[config.mk]
export PLATFORM = sky130hd
export DESIGN_NAME = shift_unit_pipe
export DESIGN_NICKNAME = d
export VERILOG_FILES = /design/src/rtl/shift_unit_pkg.sv /design/src/rtl/shift_funnel_level.sv /design/src/rtl/shift_unit_pipe.sv
export SDC_FILE = /design/constraint.sdc
export NUM_CORES = 1
export LEC_CHECK = 0
export ABC_CLOCK_PERIOD_IN_PS = 4900
export CAP_MARGIN = 5
export CORE_MARGIN = 3
export CORE_UTILIZATION = 60
export CTS_CLUSTER_SIZE = 20
export DETAILED_ROUTE_END_ITERATION = 16
export PLACE_DENSITY_LB_ADDON = 0.3
export SLEW_MARGIN = 20
export SYNTH_ARGS = -nofsm -noshare
export SYNTH_HDL_FRONTEND = slang
export SYNTH_SLANG_ARGS = --single-unit
export TNS_END_PERCENT = 10
[constraint.sdc]
create_clock -name clk -period 4.9 [get_ports clk]
set_input_delay 0.98 -clock clk [delete_from_list [all_inputs] [get_ports clk]]
set_output_delay 0.98 -clock clk [all_outputs]
set_load 0.03 [all_outputs]
[src/rtl/shift_unit_pkg.sv]
// Shared types for the pipelined shift/rotate unit.
//   shift_mode_e : operation select carried on in_mode (codes 5..7 are reserved
//                  and pass the operand through unchanged).
package shift_unit_pkg;

  localparam int unsigned SHIFT_MODE_W = 3;

  typedef enum logic [SHIFT_MODE_W-1:0] {
    SH_LSL,
    SH_LSR,
    SH_ASR,
    SH_ROL,
    SH_ROR
  } shift_mode_e;

endpackage

[src/rtl/shift_funnel_level.sv]
// One registered level of the funnel shifter.
// Conditionally shifts the 2*WIDTH funnel word right by DIST when the matching
// bit of the right-shift count m is set, then registers the word, the count and
// the valid bit. All state holds while en is low.
// Optional carry bit (SHIFT_UNIT_CARRY_EN) travels alongside unchanged.
// Ports:
//   clk, rst             clock, async active-high reset
//   en                   load enable (global pipeline advance)
//   in_valid/out_valid   stage valid bit
//   in_word/out_word     2*WIDTH funnel word
//   in_m/out_m           right-shift count, LOG2W bits
//   in_carry/out_carry   last bit shifted out (SHIFT_UNIT_CARRY_EN only)
module shift_funnel_level #(
  parameter  int unsigned WIDTH = 8,
  parameter  int unsigned DIST  = 1,
  localparam int unsigned LOG2W = $clog2(WIDTH),
  localparam int unsigned MBIT  = $clog2(DIST)
) (
  input  logic               clk,
  input  logic               rst,
  input  logic               en,
  input  logic               in_valid,
  input  logic [2*WIDTH-1:0] in_word,
  input  logic [LOG2W-1:0]   in_m,
  output logic               out_valid,
  output logic [2*WIDTH-1:0] out_word,
  output logic [LOG2W-1:0]   out_m
`ifdef SHIFT_UNIT_CARRY_EN
  ,
  input  logic               in_carry,
  output logic               out_carry
`endif
);

  logic [2*WIDTH-1:0] word_d;

  // This level owns count bit MBIT, i.e. a shift of DIST = 2^MBIT.
  assign word_d = in_m[MBIT] ? (in_word >> DIST) : in_word;

  always_ff @(posedge clk or posedge rst) begin
    if (rst) begin
      out_valid <= 1'b0;
      out_word  <= '0;
      out_m     <= '0;
    end else if (en) begin
      out_valid <= in_valid;
      out_word  <= word_d;
      out_m     <= in_m;
    end
  end

`ifdef SHIFT_UNIT_CARRY_EN
  always_ff @(posedge clk or posedge rst) begin
    if (rst) begin
      out_carry <= 1'b0;
    end else if (en) begin
      out_carry <= in_carry;
    end
  end
`endif

endmodule

[src/rtl/shift_unit_pipe.sv]
// Pipelined shift/rotate unit with valid/ready handshake on both sides.
// Stage 0 builds a 2*WIDTH funnel word {hi,lo} and a right-shift count m from
// the operand, amount and mode; LOG2W funnel levels then shift right by powers
// of two. Result is the low WIDTH bits of the last level, LAT cycles after accept.
// A single advance signal stalls the whole pipe when the output is held.
// Optional feature macro: SHIFT_UNIT_CARRY_EN adds out_carry (last bit shifted out).
// Ports:
//   clk, rst              clock, async active-high reset
//   in_valid, in_ready    input handshake (in_ready = !out_valid | out_ready)
//   in_data [WIDTH]       operand
//   in_amt  [SHW]         shift amount, 0..2*WIDTH-1
//   in_mode [3]           shift_mode_e
//   out_valid, out_ready  output handshake
//   out_data [WIDTH]      result
//   out_carry             last bit shifted out (SHIFT_UNIT_CARRY_EN only)
module shift_unit_pipe
  import shift_unit_pkg::*;
#(
  parameter  int unsigned WIDTH = 8,
  localparam int unsigned LOG2W = $clog2(WIDTH),
  localparam int unsigned SHW   = LOG2W + 1,
  localparam int unsigned LAT   = LOG2W + 1
) (
  input  logic                    clk,
  input  logic                    rst,
  input  logic                    in_valid,
  output logic                    in_ready,
  input  logic [WIDTH-1:0]        in_data,
  input  logic [SHW-1:0]          in_amt,
  input  logic [SHIFT_MODE_W-1:0] in_mode,
  output logic                    out_valid,
  input  logic                    out_ready,
  output logic [WIDTH-1:0]        out_data
`ifdef SHIFT_UNIT_CARRY_EN
  ,
  output logic                    out_carry
`endif
);

  logic               adv;
  logic [LOG2W-1:0]   n_lo;
  logic [LOG2W-1:0]   n_neg;
  logic               sat;
  logic               amt_zero;
  logic               sign;

  logic [2*WIDTH-1:0] s0_word_d;
  logic [2*WIDTH-1:0] s0_word_q;
  logic [LOG2W-1:0]   s0_m_d;
  logic [LOG2W-1:0]   s0_m_q;
  logic               s0_valid_q;

  // Per-stage view of the pipe: index 0 is stage 0, LAT-1 is the output stage.
  logic [2*WIDTH-1:0] word_s  [LAT];
  logic [LOG2W-1:0]   m_s     [LAT];
  logic               valid_s [LAT];

  // Global stall: everything moves only when the output slot is free or draining.
  assign adv      = !out_valid || out_ready;
  assign in_ready = adv;

  // Amount decode: n >= WIDTH is flagged by the top amount bit.
  assign n_lo     = in_amt[LOG2W-1:0];
  assign n_neg    = LOG2W'(0) - n_lo;
  assign sat      = in_amt[SHW-1];
  assign amt_zero = (in_amt == '0);
  assign sign     = in_data[WIDTH-1];

  // Funnel word and right-shift count. Saturated cases are pre-resolved into
  // the word with m=0 so the levels never see an out-of-range count.
  always_comb begin
    s0_word_d = {{WIDTH{1'b0}}, in_data};
    s0_m_d    = '0;
    if (!amt_zero) begin
      case (in_mode)
        SH_LSL: begin
          if (sat) begin
            s0_word_d = '0;
          end else begin
            s0_word_d = {in_data, {WIDTH{1'b0}}};
            s0_m_d    = n_neg;
          end
        end
        SH_LSR: begin
          if (sat) begin
            s0_word_d = '0;
          end else begin
            s0_m_d = n_lo;
          end
        end
        SH_ASR: begin
          if (sat) begin
            s0_word_d = {(2*WIDTH){sign}};
          end else begin
            s0_word_d = {{WIDTH{sign}}, in_data};
            s0_m_d    = n_lo;
          end
        end
        SH_ROL: begin
          s0_word_d = {in_data, in_data};
          s0_m_d    = n_neg;
        end
        SH_ROR: begin
          s0_word_d = {in_data, in_data};
          s0_m_d    = n_lo;
        end
        default: ;
      endcase
    end
  end

  // Stage 0 register.
  always_ff @(posedge clk or posedge rst) begin
    if (rst) begin
      s0_valid_q <= 1'b0;
      s0_word_q  <= '0;
      s0_m_q     <= '0;
    end else if (adv) begin
      s0_valid_q <= in_valid;
      s0_word_q  <= s0_word_d;
      s0_m_q     <= s0_m_d;
    end
  end

  assign valid_s[0] = s0_valid_q;
  assign word_s[0]  = s0_word_q;
  assign m_s[0]     = s0_m_q;

`ifdef SHIFT_UNIT_CARRY_EN
  logic [LOG2W-1:0] n_dec;
  logic             amt_at_w;
  logic             s0_carry_d;
  logic             s0_carry_q;
  logic             carry_s [LAT];

  assign n_dec    = n_lo - LOG2W'(1);
  assign amt_at_w = (in_amt == SHW'(WIDTH));

  // Last bit shifted out, taken straight from the operand.
  // n_neg indexes op[W-n] (LSL, ROL -> result[0]); n_dec indexes op[n-1]
  // (LSR, ASR, ROR -> result[W-1]). Both wrap correctly at n = WIDTH.
  always_comb begin
    s0_carry_d = 1'b0;
    if (!amt_zero) begin
      case (in_mode)
        SH_LSL:  s0_carry_d = (!sat || amt_at_w) ? in_data[n_neg] : 1'b0;
        SH_LSR:  s0_carry_d = (!sat || amt_at_w) ? in_data[n_dec] : 1'b0;
        SH_ASR:  s0_carry_d = sat ? sign : in_data[n_dec];
        SH_ROL:  s0_carry_d = in_data[n_neg];
        SH_ROR:  s0_carry_d = in_data[n_dec];
        default: s0_carry_d = 1'b0;
      endcase
    end
  end

  always_ff @(posedge clk or posedge rst) begin
    if (rst) begin
      s0_carry_q <= 1'b0;
    end else if (adv) begin
      s0_carry_q <= s0_carry_d;
    end
  end

  assign carry_s[0] = s0_carry_q;
  assign out_carry  = carry_s[LAT-1];
`endif

  // Funnel levels 1..LOG2W; level k shifts by 2^(k-1).
  for (genvar k = 1; k < LAT; k++) begin : g_level
    shift_funnel_level #(
      .WIDTH (WIDTH),
      .DIST  (2 ** (k - 1))
    ) u_level (
      .clk       (clk),
      .rst       (rst),
      .en        (adv),
      .in_valid  (valid_s[k-1]),
      .in_word   (word_s[k-1]),
      .in_m      (m_s[k-1]),
      .out_valid (valid_s[k]),
      .out_word  (word_s[k]),
      .out_m     (m_s[k])
`ifdef SHIFT_UNIT_CARRY_EN
      ,
      .in_carry  (carry_s[k-1]),
      .out_carry (carry_s[k])
`endif
    );
  end

  assign out_valid = valid_s[LAT-1];
  assign out_data  = word_s[LAT-1][WIDTH-1:0];

  // Upper funnel half and count of the last level are never consumed.
  logic unused_tail;
  assign unused_tail = ^{word_s[LAT-1][2*WIDTH-1:WIDTH], m_s[LAT-1]};

endmodule
---- After elaboration in Yosys (flattened, before gate mapping) ----
Index checks and enable logic that the tools add are counted.
storage, ports and cells
  bits in registers ....................... 62
  word-level logic and storage cells ...... 34
  bits of input ports ..................... 19
  output and inout bits ................... 10
operators by class
  $add $sub $neg .......................... 1
  reduce and logical (&&, ||, !) cells .... 6
  multiplexer cells ....................... 12
  equality and inequality tests ........... 4
operators by type and width
  cell                                              number
  one-hot mux 15 bit (4 select lines)               1
  two-way mux 15 bit                                2
  two-way mux 8 bit                                 2
  two-way mux 14 bit                                1
  two-way mux 12 bit                                1
  one-hot mux 3 bit (4 select lines)                1
  two-way mux 3 bit                                 3
  two-way mux 7 bit                                 1
  == test 3 x 2 -> 1 bit (second input constant)    2
  logical NOT 4 bit                                 1
  OR reduction 2 bit                                2
  == test 3 x 1 -> 1 bit (second input constant)    1
  == test 3 bit (second input constant)             1
  logical NOT 3 bit                                 1
  subtractor 1 x 3 -> 3 bit (first input constant)  1
  logical NOT 1 bit                                 1
  logical OR 1 bit                                  1

---- Depth between registers and ports, before layout ----
Gate-level depths: netlist of run 1.
  word-level depth ........................ 4
  depth in mapped cells ................... 6
  gate-level depth less buffers ........... 6

---- Modules after synthesis ----
From an unflattened synthesis of run 1, not the netlist that was laid out.
second synthesis, totals
  cell total of the unflattened synthesis .. 381
  area, all modules ....................... 3873.7 µm²
modules (own cells, without submodules)
  module                                    times used  area each (µm²)  sequential area each (µm²)  cells an instance
  shift_unit_pipe                           1           1207.4           500.5                       150
  shift_funnel_level at g_level[1].u_level  1           898.4            500.5                       79
  shift_funnel_level at g_level[2].u_level  1           895.9            500.5                       79
  shift_funnel_level at g_level[3].u_level  1           872.1            500.5                       73

---- Least setup slack after synthesis of run 1 ----
OpenSTA, ideal clock, no wires.
  path kind ............................... input to output
  from .................................... input port out_ready
  to ...................................... output port in_ready
  data arrival time ....................... 1.810 ns
  path buffers ............................ 1
  path slack .............................. 2.110 ns
  stages on the path ...................... 3
  data required time ...................... 3.920 ns
  cells stage by stage .................... nor2b_1 > clkinv_1 > clkbuf_1
between the ends
  word-level cells in the longest chain between the ends .. 1
RTL lines
  element             line                   source
  start: declaration  shift_unit_pipe.sv:32  input logic out_ready,
  logical OR 1 bit    shift_unit_pipe.sv:59  assign adv = !out_valid || out_ready;
  end: declaration    shift_unit_pipe.sv:27  output logic in_ready,
No other way between the ends.

---- Worst setup path in the final report of run 1 ----
Ends and elaborated chain as after synthesis.

==> results of run 1 <==
## metrics by stage
stage	total power, mW	utilization	instance area, µm²	cells
CTS	1.672	0.7296	3221	376
floorplan	1.149	-	2788	300
finish	1.655	0.7296	3221	376
detailed placement	1.320	0.6959	3072	363
global route	1.775	0.7296	3221	376
global placement	1.294	0.6959	3072	363
## placed cells by master (no fill, tap or decap), types with 2 or more instances in the layout
cell	netlist	routed
nand2_1	72	72
dfrtp_1	59	59
o21ai_0	49	49
mux2i_1	35	35
clkdlybuf4s50_1	0	28
a21oi_1	21	21
nor2_1	12	12
clkbuf_8	0	10
nand2b_1	5	5
inv_1	4	3
nor2b_1	4	3
clkbuf_1	8	3
nor3_1	2	2
buf_4	0	2
## state kept, by name, indices dropped and copies added, names as in the netlist
name                       count
s0_valid_q                     1
s0_m_q                         3
g_level.u_level.out_m          3
g_level.u_level.out_valid      3
s0_word_q                     15
g_level.u_level.out_word      34
## area by class of cell
type	count	area [µm²]	share of cell area
tap	52	65.06	0.02020
multi-input combinational	217	1216	0.3776
timing repair buffer	30	295.3	0.09169
clock buffer	13	148.9	0.04623
inverter	5	18.77	0.005828
sequential	59	1476	0.4584
## layer usage
metal / GRT usage / part of all wire / vias to the layer above
met5: 0 / 0 / -
met3: 0.05000 / 0.040 / 11
met4: 0.1107 / 0.018 / 0
met1: 0.2693 / 0.47 / 976
li1: - / - / 1066
met2: 0.3356 / 0.47 / 49
## power by group through the flow
stage	Combinational, mW	Clock [mW]	Sequential [mW]
2_1_floorplan	0.336	0	0.813
3_3_place_gp	0.491	0	0.803
3_5_place_dp	0.506	0	0.813
4_1_cts	0.509	0.359	0.804
5_1_grt	0.565	0.384	0.826
6_report	0.502	0.351	0.802
## worst max-delay path, cell delays in order
cell and delay (ns):
clkdlybuf4s50_1 0.44, nor2b_4 0.13, clkinv_1 0.43, clkdlybuf4s50_1 0.75
## cell families after synthesis
family	synth area share
muxes	0.1257
DFF	0.5296
buffers and inverters	0.03680
AOI/OAI and AO/OA	0.1504
adders and majority gates	0.004488
and+or+nand+nor	0.1531
## how the worst min path moves through the flow
stage | from | end | slack [ns] | depth (start not counted)
detailed placement | g_level[2].u_level.out_valid | g_level[2].u_level.out_valid | 0.45 | 2
floorplan | g_level[2].u_level.out_valid | g_level[2].u_level.out_valid | 0.43 | 2
CTS | g_level[2].u_level.out_valid | g_level[2].u_level.out_valid | 0.47 | 2
global route | g_level[2].u_level.out_valid | g_level[2].u_level.out_valid | 0.49 | 2
finish | g_level[2].u_level.out_valid | g_level[3].u_level.out_valid | 0.47 | 1
global placement | g_level[2].u_level.out_valid | g_level[2].u_level.out_valid | 0.45 | 2
==> reports/metrics.yaml, run 1 <==
yosysWarningCount: 0
cp_max_fo: 19
r2r_slack_ns: 3.26
pwr-share-clk: 0.212
pre_cts_ws_ns: 1.182
tritoncts: "yes"
fill_cells: 328
r2r_start: "g_level[3].u_level.out_valid"
final_layout_size_suffix_gt1_frac: 0.05247
antenna_found_initial: 0
r2r_cells: 4
rows: 24
drv_slew: 0
io_pins: 29
fin_crit_ns: 3.707
vias: 2102
clock_latency_ns: 0.32
postCtsHoldBufs: 0
fin_setup_tns_ns: 0
clock_path_buffers: 2
synth_area_leaders: "dfrtp_1 53%, mux2i_1 13%, nand2_1 9.7%"
post_cts_buffers: 0
syn_area_per_cell_um2: 9.292
netlist_area_um2: 2788
setup_slack_ns: 1.193
hold_viol: 0
die_x_um: 74.16
nets: 342
cts-root-buf: "clkbuf_8"
syn_inst: 300
rsz0062_at_grt: "no"
synth_nets: 320
netlist.area_leader.share: 0.5296
crit_required_ns: 3.92
cts_htree_levels: 3
clock_skew_ns: 0.005380
clkTransAtPathRegs_ns: 0.06
combPwrFrac: 0.304
grt_pass1_vias: 1968
p_switching_mw: 0.5804
grt_pass1_wl_um: 8763
drt_first_pass_iters: 4
ys_async_sr_fraction: 1.000
wl_per_cell_um: 13.64
diodes: 0
yosysMostFrequentCell: "nand2_1"
max-vdd-ir-drop_mv: 0.2696
grt_usage: 0.2112
route.detailed.drc: 0
die_h_um: 74.16
end_kind: "output port"
hold_class: "register to register"
portBuffers: 28
place_hpwl_um: 3503
cts.repair.resized: 0
ys_seq_elements: 59
drtIter0Drc: 93
worstPathArrival_ns: 2.73
overflow: 0
cts.sink_count: 59
die-area_um2: 5500
seqPwrFrac: 0.484
finalCritPeriodShare: 0.7565
synth_top_cell_by_area: "dfrtp_1"
routabilityCongestion: 0.8725
slew_headroom: 0.5111
fmax_mhz: 269.8
tightest_slew_ns: 0.7333
area_growth_pct: 15.53
holdWs_ns: 0.4655
antenna_left: 0
p_leak_nw: 1.378
ys.flop_type: "dfrtp_1"
critical_path_class: "input port to output port"
worstSetupStartpointType: "input port"
status: "finished, final reports clean"
grt_max_degree: 87
vias_per_cell: 5.590
crit_path_end: "in_ready"
ys_top_cells_by_count: "72 x nand2_1, 59 x dfrtp_1, 49 x o21ai_0"
drv_cap: 0
power.density_nw_per_um2: 513.8
coreArea_um2: 4414
wirelength_um: 5130
cts_buffers: 9
initial_core_util: 0.6315
crit_path_start: "out_ready"
timing.rr.end: "s0_word_q[1]"
finalSetupViolCount: 0
synth.distinct_cells: 31
p_int_mw: 1.075
yosysSeqAreaShare: 0.5296
swShare: 0.3507
synth_edf_count: 0
No activity file was read; power rests on OpenSTA's default activity.
==> run 2: changes to the inputs <==
- ABC_CLOCK_PERIOD_IN_PS: 4900 -> 3220
- CORE_UTILIZATION: 60 -> 51
- clock period: 4.9 -> 3.22 ns (I/O delays scaled with it)
==> reports/metrics.yaml, run 2 (synthesis gave the netlist of run 1 again) <==
status: "finished, final reports clean"
drtIter0Drc: 101
p_leak_nw: 1.411
tritoncts: "yes"
portBuffers: 28
die_h_um: 79.93
crit_required_ns: 2.58
final_common_cell: "nand2_1"
hold_class: "register to register"
grt_pass1_wl_um: 9032
seqPwrFrac: 0.459
slowest_delay_ns: 0.66
fin_crit_ns: 2.556
combPwrFrac: 0.291
p_switching_mw: 0.8977
drv_cap: 0
power.density_nw_per_um2: 799.5
cts.repair.resized: 0
pwr-share-clk: 0.250
max-vdd-ir-drop_mv: 0.7423
hold_depth: 1
finalCritPeriodShare: 0.7938
post_cts_buffers: 0
vias_per_cell: 5.257
clock_latency_ns: 0.33
overflow: 0
fmax_mhz: 391.2
worstSetupStartpointType: "input port"
largest_reg_flops: 34
cts-root-buf: "clkbuf_8"
diodes: 0
p_int_mw: 1.747
reg_top3: "g_level.u_level.out_word: 34 flops, s0_word_q: 15 flops"
routabilityCongestion: 0.8321
slew_headroom: 0.5108
coreArea_um2: 5205
cp_max_fo: 2
fin_util: 0.6356
clock_path_buffers: 2
rows: 26
cts.sink_count: 59
initial_core_util: 0.5356
r2r_cells: 4
worstPathCellList: "clkdlybuf4s50_1, nor2b_4, clkinv_1, clkdlybuf4s50_1"
cp_slowest_cell: "clkdlybuf4s50_1"
wl_per_cell_um: 12.87
place_hpwl_um: 3501
cp_common_cell: "clkdlybuf4s50_1"
drt_first_pass_iters: 4
largest-register: "g_level.u_level.out_word"
die_x_um: 79.93
end_kind: "output port"
worstPathArrival_ns: 1.91
die-area_um2: 6389
antenna_left: 0
grt_usage: 0.1854
route.detailed.drc: 0
finalSetupViolCount: 0
tightest_slew_ns: 0.7337
grt_max_degree: 87
drv_slew: 0
wirelength_um: 5110
r2r_slack_ns: 1.56
fill_cells: 455
vias: 2087
fin_setup_tns_ns: 0
nets: 343
clkTransAtPathRegs_ns: 0.06
cts_buffers: 9
postCtsHoldBufs: 0
final_layout_size_suffix_gt1_frac: 0.06422
critical_path_class: "input port to output port"
antenna_found_initial: 0
area_growth_pct: 18.67
hold_viol: 0
clock_skew_ns: 0.005067
swShare: 0.3394
io_pins: 29
grt_pass1_vias: 2063
most-common-layout-cells: "72 x nand2_1, 59 x dfrtp_1, 49 x o21ai_0, 35 x mux2i_1, 28 x clkdlybuf4s50_1"
cts_htree_levels: 3
rsz0062_at_grt: "no"
-- run 2: cell types whose count changed in the layout (fill, tap and decap cells not counted) --
cell       previous run  this run
bufinv_16             0         1
clkbuf_1              3         2
clkbuf_8             10        11
clkinv_2              0         1
buf_12                0         1
-- run 2: critical path: cells and delay by family --
family        cells  cell delay [ns]
simple gates      1             0.05
buf+inv           3             1.22
-- run 2: cell type report --
cell class / count / area (µm²) / area share
Tap cell: 70 / 87.58 / 0.02648
Multi-Input combinational cell: 217 / 1216 / 0.3676
Clock buffer: 13 / 158.9 / 0.04803
Clock inverter: 2 / 35.03 / 0.01059
Timing Repair Buffer: 31 / 315.3 / 0.09531
Sequential cell: 59 / 1476 / 0.4463
Inverter: 5 / 18.77 / 0.005673
-- run 2: through the flow --
step	hold WS (ns)	instance area, µm²	instances	total power [mW]	setup WS, ns
floorplan	0.4300	2788	300	1.749	1.102
global placement	0.4489	3114	382	1.978	0.6497
detailed placement	0.4430	3114	382	2.012	0.6513
CTS	0.4686	3308	397	2.679	0.6495
global route	0.5008	3308	397	2.842	0.6179
finish	0.4618	3308	397	2.645	0.6641
-- run 2: final timing paths --
kind | from | to
worst min-delay path | g_level[2].u_level.out_valid | g_level[3].u_level.out_valid
max in group asynchronous | rst | g_level[2].u_level.out_word[9]
worst min register to register | g_level[2].u_level.out_valid | g_level[3].u_level.out_valid
worst max register to register | g_level[3].u_level.out_valid | s0_word_q[1]
worst max-delay path | out_ready | in_ready
min in group asynchronous | rst | g_level[1].u_level.out_valid
-- run 2: layer usage --
layer  GRT usage  part of all wire
met5           0                 0
met3     0.04966             0.046
met4      0.1166             0.029
met1      0.2312              0.47
met2      0.2839              0.45
-- run 2: power by group through the flow --
stage | clock (mW) | combinational (mW) | sequential, mW
2_1_floorplan | 0 | 0.511 | 1.24
3_3_place_gp | 0 | 0.756 | 1.22
3_5_place_dp | 0 | 0.777 | 1.23
4_1_cts | 0.677 | 0.780 | 1.22
5_1_grt | 0.711 | 0.872 | 1.26
6_report | 0.661 | 0.769 | 1.22
==> run 3: changes to the inputs <==
- ABC_CLOCK_PERIOD_IN_PS: 3220 -> 2310
- clock period: 3.22 -> 2.31 ns (I/O delays scaled with it)
==> reports/metrics.yaml, run 3 (synthesis gave the netlist of run 1 again) <==
status: "finished, final reports clean"
hold_class: "register to register"
hold_path_end: "g_level[1].u_level.out_m[2]"
worstSetupStartpointType: "input port"
cts.sink_count: 59
drv_slew: 0
p_switching_mw: 1.252
slew_headroom: 0.4987
fin_crit_ns: 2.200
grt_pass1_vias: 2106
rsz0062_at_grt: "no"
die-area_um2: 6389
grt_pass1_wl_um: 9232
tightest_slew_ns: 0.7519
drtIter0Drc: 104
critical_path_class: "input port to output port"
cpLargestDelayFamily: "buffers and inverters"
wl_per_cell_um: 13.11
final_common_cell: "nand2_1"
pwr-share-clk: 0.230
r2r_cells: 4
dp.cells: 385
reg_top3: "g_level.u_level.out_word: 34 flops, s0_word_q: 15 flops"
timing.rr.end: "s0_word_q[1]"
pre_cts_ws_ns: 0.07772
r2r_slack_ns: 0.67
r2r_start: "g_level[3].u_level.out_valid"
register_area_um2: 1476
seqPwrFrac: 0.471
cts.repair.resized: 0
drt_first_pass_iters: 4
antenna_found_initial: 0
route.detailed.drc: 0
finalInstanceArea_um2: 3316
hold_depth: 2
cp_slowest_cell: "clkdlybuf4s50_1"
final_layout_size_suffix_gt1_frac: 0.07576
multi_input_area_um2: 1216
area_growth_pct: 18.94
swShare: 0.3469
clock_latency_ns: 0.33
setup_slack_ns: 0.1096
fin_setup_tns_ns: 0
worstPathCellList: "clkdlybuf4s50_1, nor2b_4, clkinv_1, clkdlybuf4s50_1"
rows: 26
power.density_nw_per_um2: 1088
max-vdd-ir-drop_mv: 0.7455
cp_max_fo: 2
drv_cap: 0
grt_usage: 0.1916
routabilityCongestion: 0.8609
clkTransAtPathRegs_ns: 0.06
place_hpwl_um: 3687
grt_max_degree: 87
coreArea_um2: 5205
finalSetupViolCount: 0
end_kind: "output port"
path_buf_inv: 3
clock_skew_ns: 0.006168
holdWs_ns: 0.4677
slowest_delay_ns: 0.66
p_leak_nw: 1.422
fill_cells: 452
combPwrFrac: 0.299
postPlaceCellArea_um2: 3137
portBuffers: 28
fin_cells: 400
antenna_left: 0
hp-start: "g_level[1].u_level.out_m[2]"
worstPathArrival_ns: 1.74
vias: 2122
cts_htree_levels: 3
hold_viol: 0
nets: 346
diodes: 0
finalCritPeriodShare: 0.9526
initial_core_util: 0.5356
cts-root-buf: "clkbuf_8"
die_x_um: 79.93
vias_per_cell: 5.305
largest-register: "g_level.u_level.out_word"
wirelength_um: 5242
io_pins: 29
cp_common_cell: "clkdlybuf4s50_1"
cts_buffers: 9
fmax_mhz: 454.5
most-common-layout-cells: "72 x nand2_1, 59 x dfrtp_1, 49 x o21ai_0, 35 x mux2i_1, 28 x clkdlybuf4s50_1"
clock_path_buffers: 2
largest_reg_flops: 34
crit_required_ns: 1.85
overflow: 0
postCtsHoldBufs: 0
post_cts_buffers: 0
tritoncts: "yes"
die_h_um: 79.93
p_int_mw: 2.357
## run 3: cell count changes in the layout (fill, tap and decap cells not counted)
cell and change:
buf_4 +3, bufinv_16 -1, clkbuf_1 -1, clkbuf_8 +1, clkinv_2 +1
## run 3: worst register-to-register path, stage by stage, from the launching register on
cell     delay, ns
dfrtp_1       0.36
nor2b_4       0.15
buf_4         0.57
nor2_1        0.29
a21oi_1       0.20
## run 3: power by group through the flow
stage          Clock, mW  Sequential (mW)  Combinational, mW
2_1_floorplan          0             1.73              0.713
3_3_place_gp           0             1.71               1.06
3_5_place_dp           0             1.73               1.09
4_1_cts            0.860             1.71               1.09
5_1_grt            0.915             1.76               1.22
6_report           0.830             1.70               1.08
## run 3: layout make-up
class	count	area share
Sequential cell	59	0.4453
Inverter	5	0.005660
Multi-Input combinational cell	217	0.3668
Timing Repair Buffer	34	0.1019
Clock inverter	2	0.003019
Tap cell	70	0.02642
Clock buffer	13	0.05094
## run 3: worst max path at each step
| stage | from | end | slack (ns) | cells past startpoint |
|---|---|---|---|---|
| after global placement | out_ready | in_ready | 0.10 | 4 |
| after floorplan | rst | g_level[1].u_level.out_m[1] | 0.39 | 1 |
| after CTS | out_ready | in_ready | 0.1 | 4 |
| after global routing | out_ready | in_ready | 0.06 | 4 |
| final | out_ready | in_ready | 0.11 | 4 |
| after detailed placement | in_amt[1] | s0_m_q[2] | 0.08 | 7 |
## run 3: routing by layer
| metal | vias up | global-route usage | share of wire |
|---|---|---|---|
| li1 | 1074 | - | - |
| met1 | 976 | 0.2321 | 0.46 |
| met2 | 60 | 0.3046 | 0.47 |
| met3 | 12 | 0.06772 | 0.050 |
| met4 | 0 | 0.08784 | 0.023 |
| met5 | - | 0 | 0 |
## run 3: metrics by stage
stage / total power [mW] / util
floorplan: 2.438 / -
global placement: 2.764 / 0.6026
detailed placement: 2.817 / 0.6026
CTS: 3.663 / 0.6370
global route: 3.898 / 0.6370
finish: 3.608 / 0.6370
